File: src/rtl/wash_sequencer_if.sv
// Washer control bundle between the front panel / tick source and the
// cycle sequencer. The master side drives buttons, mode and tick; the
// sequencer (slave) drives the display and status signals.
interface wash_sequencer_if;
  logic       power_btn;
  logic       start_btn;
  logic [1:0] mode;
  logic       tick;
  logic       power_light;
  logic       running;
  logic [2:0] phase;
  logic [6:0] total_time;
  logic [6:0] current_time;
  logic [2:0] current_water;
  logic       buzzer;

  modport master (
    output power_btn, start_btn, mode, tick,
    input  power_light, running, phase, total_time, current_time,
           current_water, buzzer
  );

  modport slave (
    input  power_btn, start_btn, mode, tick,
    output power_light, running, phase, total_time, current_time,
           current_water, buzzer
  );
endinterface

File: src/rtl/wash_sequencer.sv
// Washer cycle controller: sequences fill / wash / drain / rinse / spin from
// a once-per-second tick and drives the display values (power light, program
// total, remaining time, water level). All outputs are registered.
// Optional feature: define BUZZER_EN to get a completion buzzer that sounds
// for BUZZ_T ticks after the program finishes; otherwise buzzer is tied 0.
module wash_sequencer #(
  parameter int WATER_FULL = 5,
  parameter int WASH_T     = 9,
  parameter int RINSE_T    = 6,
  parameter int SPIN_T     = 3,
  parameter int BUZZ_T     = 5
) (
  input logic             clk,
  input logic             rst_n,
  wash_sequencer_if.slave bus
);

  typedef enum logic [2:0] {
    OFF   = 3'd0,
    IDLE  = 3'd1,
    FILL  = 3'd2,
    WASH  = 3'd3,
    DRAIN = 3'd4,
    RINSE = 3'd5,
    SPIN  = 3'd6,
    DONE  = 3'd7
  } state_t;

  // Full program is the longest; it has to fit the two display digits.
  localparam bit CFG_OK = (WATER_FULL >= 1) && (WATER_FULL <= 7) &&
                          (WASH_T >= 1) && (RINSE_T >= 1) && (SPIN_T >= 1) &&
                          (BUZZ_T >= 1) &&
                          (4 * WATER_FULL + WASH_T + RINSE_T + SPIN_T <= 99);

  if (!CFG_OK) begin : g_cfg_bad
    $error("wash_sequencer: parameter out of range");
  end

  state_t     state;
  logic       power_r;
  logic       running_r;
  logic       paused;
  logic       rinse_pass;
  logic [1:0] mode_r;
  logic [6:0] cnt;
  logic [6:0] total_r;
  logic [6:0] cur_r;
  logic [2:0] water_r;

  function automatic logic [6:0] prog_total(input logic [1:0] m);
    case (m)
      2'd0:    return 7'(4 * WATER_FULL + WASH_T + RINSE_T + SPIN_T);
      2'd1:    return 7'(2 * WATER_FULL + WASH_T);
      2'd2:    return 7'(2 * WATER_FULL + RINSE_T + SPIN_T);
      default: return 7'(SPIN_T);
    endcase
  endfunction

  function automatic logic [6:0] phase_len(input state_t s);
    case (s)
      FILL, DRAIN: return 7'(WATER_FULL);
      WASH:        return 7'(WASH_T);
      RINSE:       return 7'(RINSE_T);
      SPIN:        return 7'(SPIN_T);
      default:     return 7'd1;
    endcase
  endfunction

  // rinse_pass distinguishes the first FILL/DRAIN pair (wash) from the
  // second (rinse) in the full program.
  function automatic state_t next_phase(input state_t s, input logic [1:0] m,
                                        input logic rp);
    case (s)
      FILL:        return (m == 2'd2 || (m == 2'd0 && rp)) ? RINSE : WASH;
      WASH, RINSE: return DRAIN;
      DRAIN: begin
        if (m == 2'd1)             return DONE;
        else if (m == 2'd0 && !rp) return FILL;
        else                       return SPIN;
      end
      default:     return DONE;
    endcase
  endfunction

`ifdef BUZZER_EN
  logic       buzz_r;
  logic [6:0] buzz_cnt;
`endif

  // Main sequencer: power toggle has priority, then per-state handling.
  always_ff @(posedge clk or negedge rst_n) begin
    if (!rst_n) begin
      state      <= OFF;
      power_r    <= 1'b0;
      running_r  <= 1'b0;
      paused     <= 1'b0;
      rinse_pass <= 1'b0;
      mode_r     <= 2'd0;
      cnt        <= 7'd0;
      total_r    <= 7'd0;
      cur_r      <= 7'd0;
      water_r    <= 3'd0;
`ifdef BUZZER_EN
      buzz_r     <= 1'b0;
      buzz_cnt   <= 7'd0;
`endif
    end else if (bus.power_btn) begin
      if (state == OFF) begin
        state   <= IDLE;
        power_r <= 1'b1;
        total_r <= prog_total(bus.mode);
        cur_r   <= prog_total(bus.mode);
      end else begin
        state      <= OFF;
        power_r    <= 1'b0;
        running_r  <= 1'b0;
        paused     <= 1'b0;
        rinse_pass <= 1'b0;
        mode_r     <= 2'd0;
        cnt        <= 7'd0;
        total_r    <= 7'd0;
        cur_r      <= 7'd0;
        water_r    <= 3'd0;
`ifdef BUZZER_EN
        buzz_r     <= 1'b0;
        buzz_cnt   <= 7'd0;
`endif
      end
    end else begin
      case (state)
        OFF: ;
        IDLE: begin
          total_r <= prog_total(bus.mode);
          cur_r   <= prog_total(bus.mode);
          if (bus.start_btn) begin
            mode_r     <= bus.mode;
            state      <= (bus.mode == 2'd3) ? SPIN : FILL;
            running_r  <= 1'b1;
            paused     <= 1'b0;
            rinse_pass <= 1'b0;
            cnt        <= 7'd0;
            water_r    <= 3'd0;
          end
        end
        DONE: begin
          if (bus.start_btn) begin
            state      <= IDLE;
            total_r    <= prog_total(bus.mode);
            cur_r      <= prog_total(bus.mode);
            rinse_pass <= 1'b0;
`ifdef BUZZER_EN
            buzz_r     <= 1'b0;
            buzz_cnt   <= 7'd0;
`endif
          end
`ifdef BUZZER_EN
          else if (bus.tick && buzz_r) begin
            buzz_cnt <= buzz_cnt + 7'd1;
            if (buzz_cnt + 7'd1 == 7'(BUZZ_T)) buzz_r <= 1'b0;
          end
`endif
        end
        default: begin
          // A start press in the same cycle as a tick swallows the tick.
          if (bus.start_btn) begin
            paused    <= !paused;
            running_r <= paused;
          end else if (bus.tick && !paused) begin
            cur_r <= cur_r - 7'd1;
            if (state == FILL)       water_r <= water_r + 3'd1;
            else if (state == DRAIN) water_r <= water_r - 3'd1;
            if (cnt + 7'd1 == phase_len(state)) begin
              cnt   <= 7'd0;
              state <= next_phase(state, mode_r, rinse_pass);
              if (state == DRAIN && mode_r == 2'd0) rinse_pass <= 1'b1;
              if (next_phase(state, mode_r, rinse_pass) == DONE) begin
                running_r <= 1'b0;
`ifdef BUZZER_EN
                buzz_r    <= 1'b1;
                buzz_cnt  <= 7'd0;
`endif
              end
            end else begin
              cnt <= cnt + 7'd1;
            end
          end
        end
      endcase
    end
  end

  assign bus.power_light   = power_r;
  assign bus.running       = running_r;
  assign bus.phase         = state;
  assign bus.total_time    = total_r;
  assign bus.current_time  = cur_r;
  assign bus.current_water = water_r;
`ifdef BUZZER_EN
  assign bus.buzzer        = buzz_r;
`else
  assign bus.buzzer        = 1'b0;
`endif

endmodule

File: src/flat_wrapper.sv
// flat-port wrapper written by rule: the top's interface ports become plain ports
module wash_sequencer_flat 
#(
  parameter int WATER_FULL = 5,
  parameter int WASH_T     = 9,
  parameter int RINSE_T    = 6,
  parameter int SPIN_T     = 3,
  parameter int BUZZ_T     = 5
)
  (clk, rst_n, bus_power_btn, bus_start_btn, bus_mode, bus_tick, bus_power_light, bus_running, bus_phase, bus_total_time, bus_current_time, bus_current_water, bus_buzzer);
  wash_sequencer_if bus_i ();
  input logic clk;
  input logic rst_n;
  input wire logic [$bits(bus_i.power_btn)-1:0] bus_power_btn;
  input wire logic [$bits(bus_i.start_btn)-1:0] bus_start_btn;
  input wire logic [$bits(bus_i.mode)-1:0] bus_mode;
  input wire logic [$bits(bus_i.tick)-1:0] bus_tick;
  output wire logic [$bits(bus_i.power_light)-1:0] bus_power_light;
  output wire logic [$bits(bus_i.running)-1:0] bus_running;
  output wire logic [$bits(bus_i.phase)-1:0] bus_phase;
  output wire logic [$bits(bus_i.total_time)-1:0] bus_total_time;
  output wire logic [$bits(bus_i.current_time)-1:0] bus_current_time;
  output wire logic [$bits(bus_i.current_water)-1:0] bus_current_water;
  output wire logic [$bits(bus_i.buzzer)-1:0] bus_buzzer;
  assign bus_i.power_btn = bus_power_btn;
  assign bus_i.start_btn = bus_start_btn;
  assign bus_i.mode = bus_mode;
  assign bus_i.tick = bus_tick;
  assign bus_power_light = bus_i.power_light;
  assign bus_running = bus_i.running;
  assign bus_phase = bus_i.phase;
  assign bus_total_time = bus_i.total_time;
  assign bus_current_time = bus_i.current_time;
  assign bus_current_water = bus_i.current_water;
  assign bus_buzzer = bus_i.buzzer;
  wash_sequencer #(.WATER_FULL(WATER_FULL), .WASH_T(WASH_T), .RINSE_T(RINSE_T), .SPIN_T(SPIN_T), .BUZZ_T(BUZZ_T)) u_core (.clk(clk), .rst_n(rst_n), .bus(bus_i));
endmodule
File: config.mk
export PLATFORM = sky130hd
export DESIGN_NAME = wash_sequencer_flat
export DESIGN_NICKNAME = d
export VERILOG_FILES = /design/src/rtl/wash_sequencer_if.sv /design/src/rtl/wash_sequencer.sv /design/src/flat_wrapper.sv
export SDC_FILE = /design/constraint.sdc
export NUM_CORES = 1
export LEC_CHECK = 0
export ABC_AREA = 1
export BUFFER_PORTS_ARGS = -buffer_cell sky130_fd_sc_hd__buf_2
export CORE_ASPECT_RATIO = 1.2
export CORE_MARGIN = 10
export CORE_UTILIZATION = 28
export DETAILED_ROUTE_END_ITERATION = 8
export PLACE_DENSITY = 0.54
export SYNTH_ARGS = -nofsm -noshare
export SYNTH_HDL_FRONTEND = slang
export SYNTH_SLANG_ARGS = --single-unit
File: constraint.sdc
create_clock -name clk -period 1.8 [get_ports clk]
set_input_delay 0 -clock clk [delete_from_list [all_inputs] [get_ports clk]]
set_output_delay 0 -clock clk [all_outputs]
set_load 0.02 [all_outputs]
== Yosys cells after proc, flatten, opt, wreduce, memory -nomap -nowiden ==
Cells that the tools add are included.
Storage, ports and cells
  bits in registers: 33
  latch bits: 0
  memory bits (writable): 0
  ROM bits: 0
  input port bits: 7
  output and inout port bits: 23
  logic and storage cells: 142
  memories kept: 0
Cells by class
  add/sub/neg operators: 4
  multiply operators: 0
  div/mod/pow operators: 0
  magnitude comparators: 0
  equality and inequality tests: 23
  shifts and indexed selects: 0
  multiplexer cells: 67
  bitwise logic cells: 1
  reduce and logical (&&, ||, !) cells: 37
Operators with widths (count)
  two-way mux 7 bit: 16
  two-way mux 3 bit: 19
  one-hot mux 7 bit (2 select lines): 2
  AND reduction 6 bit: 4
  nonzero test 3 bit: 8
  one-hot mux 7 bit (3 select lines): 1
  one-hot mux 3 bit (3 select lines): 2
  two-way mux 1 bit: 17
  one-hot mux 4 bit (4 select lines): 1
  equality test 3 bit, second input constant: 5
  one-hot mux 6 bit (2 select lines): 1
  OR reduction 2 bit: 5
  inequality test 3 bit, second input constant: 3
  two-way mux 2 bit: 4
  nonzero test 4 bit: 2
  adder 7 x 1 -> 7 bit, second input constant: 1
  equality test 7 bit: 1
  subtractor 7 x 1 -> 7 bit, second input constant: 1
  equality test 2 bit, second input constant: 3
  equality test 3 x 2 -> 1 bit, second input constant: 2
  one-hot mux 1 bit (2 select lines): 3
  one-hot mux 3 bit (2 select lines): 1
  AND reduction 3 bit: 2
  AND reduction 5 bit: 1
  other kinds (19): 27

== Depth between registers and ports, before layout ==
  depth after elaboration: 20
  gate-level depth with buffers: 14
  mapped depth without buffers: 14

== Worst setup path before layout ==
Ideal clock, no wire load.
  kind: register -> register
  start point: register u_core.state[0] (netlist: u_core.bus.phase[0])
  end point: register u_core.water_r[2] (netlist: u_core.bus.current_water[2])
  setup time: 0.124 ns
  data arrival time: 1.629 ns
  data required time: 1.676 ns
  setup slack: 0.047 ns
  stages on the path, launching flop included: 9
  buffers on the path: 0
  period minus slack after synthesis: 1.753 ns
  path through: dfrtp_1 inv_2 nand3_2 inv_1 fa_1 xnor2_1 a21oi_1 o211ai_1 nand2_1
On the way
  longest elaborated chain between the ends: 6
  elaborated cells between the ends (all ways): 18
  those cells by class: eq/ne (8); mux (5); reduce/logical (5)
RTL lines
  from (decl): line wash_sequencer.sv:39  | state_t state;
  from (signal assigned): line wash_sequencer.sv:137  | state <= (bus.mode == 2'd3) ? SPIN : FILL;
  from (signal assigned): line wash_sequencer.sv:174  | state <= next_phase(state, mode_r, rinse_pass);
  equality test 3 x 2 -> 1 bit: line wash_sequencer.sv:170  | if (state == FILL) water_r <= water_r + 3'd1;
  two-way mux 3 bit: line wash_sequencer.sv:170
  two-way mux 3 bit: line wash_sequencer.sv:168  | end else if (bus.tick && !paused) begin
  two-way mux 3 bit: line wash_sequencer.sv:165  | if (bus.start_btn) begin
  one-hot mux 3 bit (2 select lines): line wash_sequencer.sv:130  | case (state)
  two-way mux 3 bit: line wash_sequencer.sv:107  | end else if (bus.power_btn) begin
  to (signal assigned): line wash_sequencer.sv:170
  to (signal assigned): line wash_sequencer.sv:171  | else if (state == DRAIN) water_r <= water_r - 3'd1;
  to (decl): line wash_sequencer.sv:48  | logic [2:0] water_r;
Parallel ways exist; a longest one is shown, timed or not. The select of a mux whose other input is x is not followed.
A chain may end at the register's enable or synchronous reset.

== Final worst setup path ==
  start point: register u_core.state[0] (netlist: u_core.bus.phase[0])
  end point: register u_core.cur_r[3] (netlist: u_core.bus.current_time[3])
On the way
  longest elaborated chain between the ends: 3
  elaborated cells between the ends (all ways): 11
  those cells by class: eq/ne (5); mux (3); reduce/logical (3)
RTL lines
  equality test 3 x 1 -> 1 bit, or another cell as far along: line wash_sequencer.sv:130
  inequality test 4 x 2 -> 1 bit (no source line), or another cell as far along
  AND reduction 4 bit (no source line) or two-way mux 7 bit (tied branches)
  to (signal assigned): line wash_sequencer.sv:134  | cur_r <= prog_total(bus.mode);
  to (signal assigned): line wash_sequencer.sv:149  | cur_r <= prog_total(bus.mode);
  to (signal assigned): line wash_sequencer.sv:169  | cur_r <= cur_r - 7'd1;
  to (decl): line wash_sequencer.sv:47  | logic [6:0] cur_r;
Parallel ways exist; a longest one is shown, timed or not.

==> summary.md <==
| Metric | Value |
|---|---|
| Minimum clock period | `~1700 ps` |
| Detailed Place HPWL | `about 4200 um` |
| Worst skew pair latency | `~280 ps` |
| Hold path depth | `5` |
| H-tree levels | `2` |
| Worst Hold Class | `in -> reg` |
| Worst path max stage delay | `~460 ps` |
| Post-DRT Antenna Nets | `0` |
| Final clock skew | `approximately 4.3 ps` |
| Pleak | `roughly 0.0013 uW` |
| CTS Buffer Depth | `2` |
| Measured slew at the worst slew-check pin | `683 ps` |
| First-pass GRT wire length | `around 9200 um` |
| Clk slew on worst S/H paths | `about 70 ps` |
| Crit. Startpoint | `u_core.bus.phase[0]$_DFFE_PN0P_` |
| Top-area cell type share of the netlist area | `roughly 37%` |
| CP Class | `reg -> reg` |
| Antenna violations before repair | `0` |
| Syn_area_per_cell | `~7.2 sq um` |
| Area grow syn2layout | `24.8%` |
| Final hold vios | `0` |
| 1st-iter DRT viols | `66` |
| Synthesized flop and latch total | `30` |
| CP most frequent cell | `nand2_2` |
| Core area | `0.00719 sq mm` |
| Wire length per cell | `approximately 13 um` |
| Worst R2R Start | `u_core.bus.phase[0]$_DFFE_PN0P_` |
| Remaining routing DRC violations | `0` |
| Vias per inst | `4.67` |
| Final Net Count | `~340` |
| Vias in the first global route | `slightly above 2,000` |
| Mapped cell area | `approximately 0.0021 sq mm` |
| Cells on worst reg2reg path | `11` |
| Critical hold path startpoint | `bus_start_btn` |
| Worst slew margin | `54.4%` |
| I/O pin cnt | `30` |
| Arrival time worst endpoint | `between 1500 and 2000 ps` |
| Cell taking the most area after synthesis | `dfrtp_1` |
| Max Freq | `between 0.5 and 0.6 GHz` |
| Final Max Tran Viols | `0` |
| WHS | `roughly 170 ps` |
| Antenna cells | `0` |
| Initial Utilization | `between 20% and 30%` |
| Worst R2R Setup Slack | `between 100 and 150 ps` |
| GPL Wtd Cong | `around 0.86` |
| Run status | `finished, final reports clean` |
| CTS tree | `yes` |
| DP Cell Count | `406` |
| Synth Instances | `287` |
| CP startpoint kind | `register` |
| Yosys cell types | `33` |
| Bufs and invs on worst path | `3` |
| Critical Path RT | `between 1500 and 2000 ps` |
| Fin area | `between 0.002 and 0.003 sq mm` |
| Total power | `4400 uW` |
| Yosys warnings | `0` |
| Die Wd | `just under 100 um` |
| Die Height | `114 um` |
| CP Capture Type | `register` |
| Clock sink count | `30` |
| Cts bufs inserted | `5` |
| DRT Pass-1 Iters | `4` |
| Layout cells sized above 1 | `between 20% and 30%` |
| Routed Wire Length | `roughly 5500 um` |
| Top cells by area, synth | `dfrtp_1, nand2_1, inv_1` |
| Max-Cap Viols | `0` |
| Worst hold endpoint | `u_core.bus.running$_DFFE_PN0P_` |
| Slowest CP cell | `dfrtp_2` |
| Row cnt | `34` |
| Register area share after synthesis | `a little over a third` |
| Port Buf Inserts | `26` |
| Via count | `approximately 2,000` |
| Crit-path max FO | `11` |
| Worst-path cell chain | `buf_4 > nand3_4 > nand2_4 > nor2_4 > nand2_2 > o21ai_2 > inv_2 > nand2_2 > inv_4 > a21oi_1 > nor2_1` |
| CP delay by family, top | `simple AND/OR/NAND/NOR gates` |
| Die ar. | `about 0.011 sq mm` |
| Clock root cell | `clkbuf_8` |
| GRT overflow | `0` |
| Fin cells | `about 420` |
| Total GRT Usage | `~9.8%` |
| Cell area after placement | `roughly 0.0023 sq mm` |
| R2r endpoint | `u_core.bus.current_time[3]$_DFFE_PN0P_` |
| Pwr/cell area | `~1700 mW/mm^2` |
| Largest net degree at the start of global routing | `31` |
| VDD IR max | `about 720 uV` |
| Final worst-path cycle share | `about 94%` |
| Final setup vio count | `0` |
| Setup TNS Final | `0 ps` |
==> synthesized netlist by cell type (all sizes together) <==
library cell,n
nand4,6
conb,1
nor2,26
a211oi,1
ha,4
o22ai,4
xnor2,2
buf,7
dfrtp,30
nand2,87
nor3,2
nand3,30
a22oi,1
or2,1
a21oi,9
o21ai,29
o211ai,2
fa,1
inv,44
==> worst max-delay path by stage <==
stage                                                    to  slack, ps  cells past startpoint
floorplan           u_core.bus.current_water[2]$_DFFE_PN0P_         50                      8
global placement                  u_core.cnt[0]$_DFFE_PN0P_        -10                      9
detailed placement                u_core.cnt[2]$_DFFE_PN0P_        -20                      9
CTS                               u_core.cnt[2]$_DFFE_PN0P_          9                      9
global route                u_core.bus.phase[0]$_DFFE_PN0P_        -50                     13
finish               u_core.bus.current_time[3]$_DFFE_PN0P_        100                     11
==> sequential cells by signal, indices dropped and copies added, names as in the netlist <==
signal                    cells
u_core.bus.total_time         4
u_core.bus.current_time       7
u_core.bus.phase              3
u_core.bus.running            1
u_core.cnt                    7
u_core.paused                 1
u_core.bus.current_water      3
u_core.rinse_pass             1
u_core.bus.power_light        1
u_core.mode_r                 2
==> worst min-delay path, stage by stage <==
cell	delay, ps
buf_2	140
nand2_1	70
a21oi_1	70
nand3_1	80
nand2_1	50
==> cells by family after synthesis <==
group	count (synthesis)	share of synthesized area, %
and+or+nand+nor	152	35.9
buffers and inverters	51	10.8
AOI/OAI and AO/OA	46	12.4
DFF	30	36.5
adders and majority gates	5	3.41
xor gates and xnor gates	2	0.852
other	1	0.182
==> routing by layer <==
metal / track usage, % / vias up / wire [um]
met4: 4.02 / 0 / 95
met5: 0 / - / 0
met3: 2.90 / 11 / 237
li1: - / 1014 / -
met2: 17.0 / 41 / 2750
met1: 11.1 / 908 / 2410
==> stage by stage <==
stage	util [%]	setup WS (ps)
after floorplan	-	46.7
after CTS	34.1	9.39
after global routing	35.7	-46.4
after global placement	32.2	-14.0
final	35.7	102
after detailed placement	32.2	-16.5
==> area by class of cell <==
cell class                      count  area [sq um]
Inverter                           44           175
Multi-Input combinational cell    208          1150
Clock buffer                        5          68.8
Fill cell                         766          4620
Sequential cell                    30           753
Tap cell                           90           113
Timing Repair Buffer               43           265
Clock inverter                      3          40.0
==> power breakdown <==
| part | internal, uW | switching, uW |
|---|---|---|
| Combinational | 958 | 1650 |
| Sequential | 905 | 208 |
| Clock | 407 | 270 |
| Total | 2270 | 2130 |
==> cell usage in the layout (no fill, tap or decap), types with 4 or more instances in the layout <==
cell type / netlist / final
inv_4: 2 / 4
nor2_2: 4 / 6
o22ai_1: 4 / 4
nand2_1: 78 / 77
o21ai_0: 19 / 17
nand3_2: 3 / 5
a21oi_1: 9 / 8
buf_4: 4 / 14
dfrtp_1: 30 / 28
o21ai_1: 9 / 11
inv_2: 6 / 4
nand2_2: 7 / 7
clkbuf_8: 0 / 5
buf_2: 2 / 26
inv_1: 36 / 36
nand4_1: 6 / 6
nor2_1: 19 / 17
nand3_1: 26 / 23
==> what timing repair did <==
action,CTS,global route
pin swaps,0,6
endpoints found under the setup margin,4,19
hold buffers,3,0
gates resized for setup,1,17
endpoints found under the hold margin,32,0
buffers inserted,0,6
Power figures use the tool's default switching activity.
